$ cat config.mk
export PLATFORM = sky130hd
export DESIGN_NAME = chain_host_driver
export DESIGN_NICKNAME = d
export VERILOG_FILES = /design/src/rtl/chain_host_driver.sv
export SDC_FILE = /design/constraint.sdc
export NUM_CORES = 1
export LEC_CHECK = 0
export CAP_MARGIN = 15
export CORE_UTILIZATION = 40
export CTS_CLUSTER_DIAMETER = 60
export DETAILED_ROUTE_END_ITERATION = 6
export GPL_TIMING_DRIVEN = 0
export PLACE_DENSITY = 0.64
export REMOVE_ABC_BUFFERS = 1
export SLEW_MARGIN = 40
export SYNTH_ARGS = -nofsm -noshare
export SYNTH_HDL_FRONTEND = slang
export SYNTH_SLANG_ARGS = --single-unit
$ cat constraint.sdc
create_clock -name clk -period 5.5 [get_ports clk]
set_input_delay 1.1 -clock clk [delete_from_list [all_inputs] [get_ports clk]]
set_output_delay 1.1 -clock clk [all_outputs]
set_load 0.005 [all_outputs]
$ cat src/rtl/chain_host_driver.sv
// chain_host_driver: buffers a dimension vector, loads it into the MCM, waits for
// the computation, then streams the upper-triangular cost table back to the host.
module chain_host_driver #(
    parameter int MAX_DIMS     = 32,
    parameter int DATA_W       = 8,
    parameter int RES_W        = 32,
    parameter int COMPUTE_WAIT = 512,
    parameter int READ_LAT     = 1
) (
    input  logic              clk,
    input  logic              rst,
    input  logic              dim_valid,
    output logic              dim_ready,
    input  logic [DATA_W-1:0] dim_data,
    input  logic              dim_last,
    output logic [DATA_W-1:0] mcm_mdata,
    output logic              mcm_data_in,
    output logic [DATA_W-1:0] mcm_i,
    output logic [DATA_W-1:0] mcm_j,
    output logic              mcm_out,
    input  logic [RES_W-1:0]  mcm_dout,
    input  logic [DATA_W-1:0] mcm_matlen,
    output logic              res_valid,
    input  logic              res_ready,
    output logic [RES_W-1:0]  res_data,
    output logic [DATA_W-1:0] res_i,
    output logic [DATA_W-1:0] res_j,
    output logic              res_last,
    output logic              busy,
    output logic              err
);
    localparam int CW = $clog2(MAX_DIMS + 1);
    localparam int IW = $clog2(MAX_DIMS);
    localparam int KW = $clog2(COMPUTE_WAIT + MAX_DIMS + READ_LAT + 2);

    typedef enum logic [2:0] {IDLE, LOAD, WAIT, READ, RESP} state_t;

    state_t            state, state_nx;
    logic [DATA_W-1:0] dims [MAX_DIMS];
    logic [CW-1:0]     cnt, n, n_new;
    logic [IW-1:0]     i, j, last_idx;
    logic [KW-1:0]     k;
    logic              acc, full, last_res;

    assign acc      = state == IDLE && dim_valid;
    assign full     = cnt == CW'(MAX_DIMS);
    assign n_new    = full ? CW'(MAX_DIMS) : cnt + CW'(1);
    assign last_idx = IW'(n - CW'(2));
    assign last_res = i == last_idx && j == last_idx;
    assign mcm_i    = DATA_W'(i);
    assign mcm_j    = DATA_W'(j);

    always_ff @(posedge clk) begin
        if (rst) state <= IDLE;
        else state <= state_nx;
    end

    always_comb begin
        state_nx    = state;
        dim_ready   = 1'b0;
        busy        = 1'b1;
        mcm_data_in = 1'b0;
        mcm_mdata   = '0;
        mcm_out     = 1'b0;
        res_valid   = 1'b0;
        res_last    = 1'b0;
        case (state)
            IDLE: begin
                dim_ready = 1'b1;
                busy      = 1'b0;
                if (acc && dim_last && n_new >= CW'(2)) state_nx = LOAD;
            end
            LOAD: begin
                mcm_data_in = 1'b1;
                mcm_mdata   = dims[k[IW-1:0]];
                if (k == KW'(n - CW'(1))) state_nx = WAIT;
            end
            WAIT: if (k == KW'(COMPUTE_WAIT - 1)) state_nx = READ;
            READ: begin
                mcm_out = k == '0;
                if (k == KW'(READ_LAT)) state_nx = RESP;
            end
            RESP: begin
                res_valid = 1'b1;
                res_last  = last_res;
                if (res_ready) state_nx = last_res ? IDLE : READ;
            end
            default: state_nx = IDLE;
        endcase
    end

    always_ff @(posedge clk) begin
        if (acc && !full) dims[cnt[IW-1:0]] <= dim_data;
    end

    // k is shared: load index, compute-wait timer, and read-latency counter
    always_ff @(posedge clk) begin
        if (rst) begin
            cnt      <= '0;
            n        <= '0;
            i        <= '0;
            j        <= '0;
            k        <= '0;
            err      <= 1'b0;
            res_data <= '0;
            res_i    <= '0;
            res_j    <= '0;
        end else begin
            case (state)
                IDLE: if (acc) begin
                    if (full) err <= 1'b1;
                    if (dim_last) begin
                        cnt <= '0;
                        n   <= n_new;
                        i   <= '0;
                        j   <= '0;
                        k   <= '0;
                        if (n_new < CW'(2)) err <= 1'b1;
                    end else if (!full) cnt <= cnt + CW'(1);
                end
                LOAD: k <= k == KW'(n - CW'(1)) ? '0 : k + KW'(1);
                WAIT: begin
                    if (k == '0 && mcm_matlen != DATA_W'(n)) err <= 1'b1;
                    k <= k == KW'(COMPUTE_WAIT - 1) ? '0 : k + KW'(1);
                end
                READ: if (k == KW'(READ_LAT)) begin
                    k        <= '0;
                    res_data <= mcm_dout;
                    res_i    <= DATA_W'(i);
                    res_j    <= DATA_W'(j);
                end else k <= k + KW'(1);
                RESP: if (res_ready) begin
                    if (j == last_idx) begin
                        i <= i + IW'(1);
                        j <= i + IW'(1);
                    end else j <= j + IW'(1);
                end
                default: ;
            endcase
        end
    end
endmodule

==> results.md <==
- Largest net degree at the start of global routing: 55
- Asr flop ratio synth: 0
- Area of the core: 0.0348 sq mm
- Metal3 WL: 2130 um
- Placed cells: 1482
- Global-route wire length before repair: 47300 um
- Post-CTS setup buffer count: 0
- Pwr Density: 370 mW/mm^2
- Synth Register Bits: 339
- Cts bufs inserted: 38
- Final Cycle Share: 0.883
- Crit-path max FO: 19
- PostCTS Resize Cnt: 0
- Synth cell types: 64
- TritonCTS Sinks: 339
- Warnings from Yosys: 0
- Synthesized area: 0.0142 sq mm
- Register area share after synthesis: 0.657
- Mapped Cells: 969
- Clk_skew: 17.6 ps
- Std-Cell Rows: 68
- Die ar.: 0.0363 sq mm
- Worst-path clk slew: 50 ps
- Worst hold path endpoint: res_data[29]
- Antenna viol nets, final: 0
- VDD IR-drop max: 0.000260 V
- Status: finished clean
- Clk buf depth: 3
- Vias: 8231
- Multiplexer share of the synthesized area: 0.135
- Worst hold path class: reg2reg
- Ports: 132
- Share of cells above drive strength 1: 0.156
- Reg-to-Reg End: dims[20][1]
- Max-slew violations: 0
- Clk Latency, worst-skew pair: 530 ps
- Fmax: 206 MHz
- Fin crit period: 4860 ps
- H-tree Lvls: 2
- Worst Tran Pin Value: 839 ps
- Global Route Usage Sum: 0.170
- Syn_area_per_cell: 14.7 sq um
- Layout Cells excl Fill: 1551
- Compound-Gate Fraction of Synth Area: 0.0587
- Nets@finish: 1132
- Initial antenna violation count: 0
- Post-synthesis xor/xnor area fraction: 0.0218
- Final setup TNS: 0 ps
- DIE WIDTH: 191 um
- Dpl ws: 1180 ps
- Fill cell count: 2945
- Hold depth: 2
- Placer Congestion: 0.791
- Post-Route Utilization: 0.487
- CP startpoint kind: flip-flop
- GRT overflow: 0
- Most common cell after layout, fill and taps aside: edfxtp_1
- DP HPWL: 20100 um
- WP data required: 4400 ps
- WS Path Type: reg2out
- Layout area overhead: 19.2%
- Hold Crit Start: res_data[29]
- Post-Synth Adder-Cell Area: 0.0106
- DRC viols: 0
- Cells on worst reg2reg path: 4
- Wirelength per Cell: 19.6 um
- CP arrival: 3760 ps
- DR iter-0 viols: 511
- Die Ht: 191 um
- DR vias/cell: 5.31
- Root Driver: clkbuf_16
- Starting Density: 0.409
- Worst R2R Start: state[2]
- Max-cap violation count: 0
- Hold_buf cts: 0
- Final Setup Violations: 0
- Register area: 0.00936 sq mm
- Setup crit end kind: output port
- Most frequent cells in the layout: edfxtp_1, nand2_1, clkdlybuf4s50_1, mux4_2, dfxtp_1
- Unrepaired setup endpoints after global routing: no
- Final Hold Fails: 0
- CTS tree: built
- Largest family of logic cells by synthesized area: multiplexers
- Buffers on Ports: 119
- Inserted Diodes: 0
- Ys flop type: edfxtp_1
- Fin Hold WS: 451 ps
- Reg2reg setup slack: 2360 ps
- M1 WL: 13800 um
- Leak: 0.00535 uW
- Worst setup margin: 641 ps
- Simple-gate share of the synthesized area: 0.0846
- TritonRoute pass-1 iters: 5
- Vias in the first global route: 8264
- Top routing layer used: met4
- Area of the multi-input gates: 0.00448 sq mm
- EDFF count, synth: 256
- Final WL: 30400 um
- Slew HR: 0.439
- WL met2: 13800 um
[layer usage]
layer | track usage | vias to the layer above
met4 | 0.0529 | 0
li1 | - | 3845
met1 | 0.232 | 4072
met5 | 0 | -
met3 | 0.0418 | 53
met2 | 0.266 | 261
[where the power goes]
group	internal, uW	switching (uW)
logic	474	455
clock network	1440	1010
registers	2800	84.4
total	4710	1550
[cells in the mapped netlist, types with 4 or more instances]
cell type / instances / area [sq um]
nor2_1: 72 / 270
ha_1: 12 / 150
a21oi_1: 66 / 330
buf_2: 17 / 85.1
o21ai_0: 14 / 70.1
nand4_1: 4 / 25.0
inv_1: 18 / 67.6
and3_1: 10 / 62.6
dfxtp_1: 83 / 1660
nor3_1: 11 / 55.1
nand3b_1: 9 / 67.6
clkbuf_1: 39 / 146
buf_6: 4 / 45.0
xor2_1: 14 / 123
o211ai_1: 4 / 30.0
a22oi_1: 4 / 30.0
edfxtp_1: 256 / 7690
nand3_1: 22 / 110
xnor2_1: 17 / 149
buf_4: 12 / 90.1
a211oi_2: 6 / 75.1
mux4_2: 80 / 1800
nor4_1: 4 / 25.0
nand2_1: 112 / 420
or4_1: 4 / 30.0
mux2i_1: 9 / 90.1
a311oi_1: 4 / 35.0
or3_1: 5 / 31.3
[how the worst max path moves through the flow]
stage	startpoint	slack, ps	end
floorplan	flip-flop	380	mcm_mdata[0]
global placement	flip-flop	-1340	mcm_mdata[2]
detailed placement	n[1]	1180	res_last
CTS	n[1]	620	res_last
global route	n[1]	460	res_last
finish	n[1]	640	res_last
[critical path, cell delays in order, from the launching register on]
cell and delay [ps]:
dfxtp_1 510, inv_1 140, ha_1 360, xor2_1 150, nand3_1 80, or3b_1 670
or4_4 660, nor2_1 100, clkdlybuf4s50_1 550
[cell families after synthesis]
group                      Yosys count
AOI/OAI and AO/OA                  131
xor gates and xnor gates            33
adders and majority gates           12
buffers and inverters               95
DFF                                339
muxes                               91
other                                1
and+or+nand+nor                    267
[state kept, by name, indices dropped and copies added, names as in the netlist, named ones only]
name and flops:
n 6, res_data 32, j 5, state 3, cnt 6, i 5, res_j 5, dims 256
k 10, err 1, res_i 5
[area by class of cell]
cell class                      instances  area share
Sequential cell                       339       0.552
Clock buffer                           49      0.0613
Timing Repair Buffer                  124      0.0741
Clock inverter                         20      0.0103
Multi-Input combinational cell        546       0.265
Inverter                               18     0.00399
Tap cell                              455      0.0336
[per-stage QoR]
step,cell area (sq um),total power [uW]
global route,16900,6500
floorplan,13900,3540
detailed placement,15700,3870
CTS,16900,6330
finish,16900,6260
global placement,15600,3870
No activity file was read; power rests on OpenSTA's default activity.
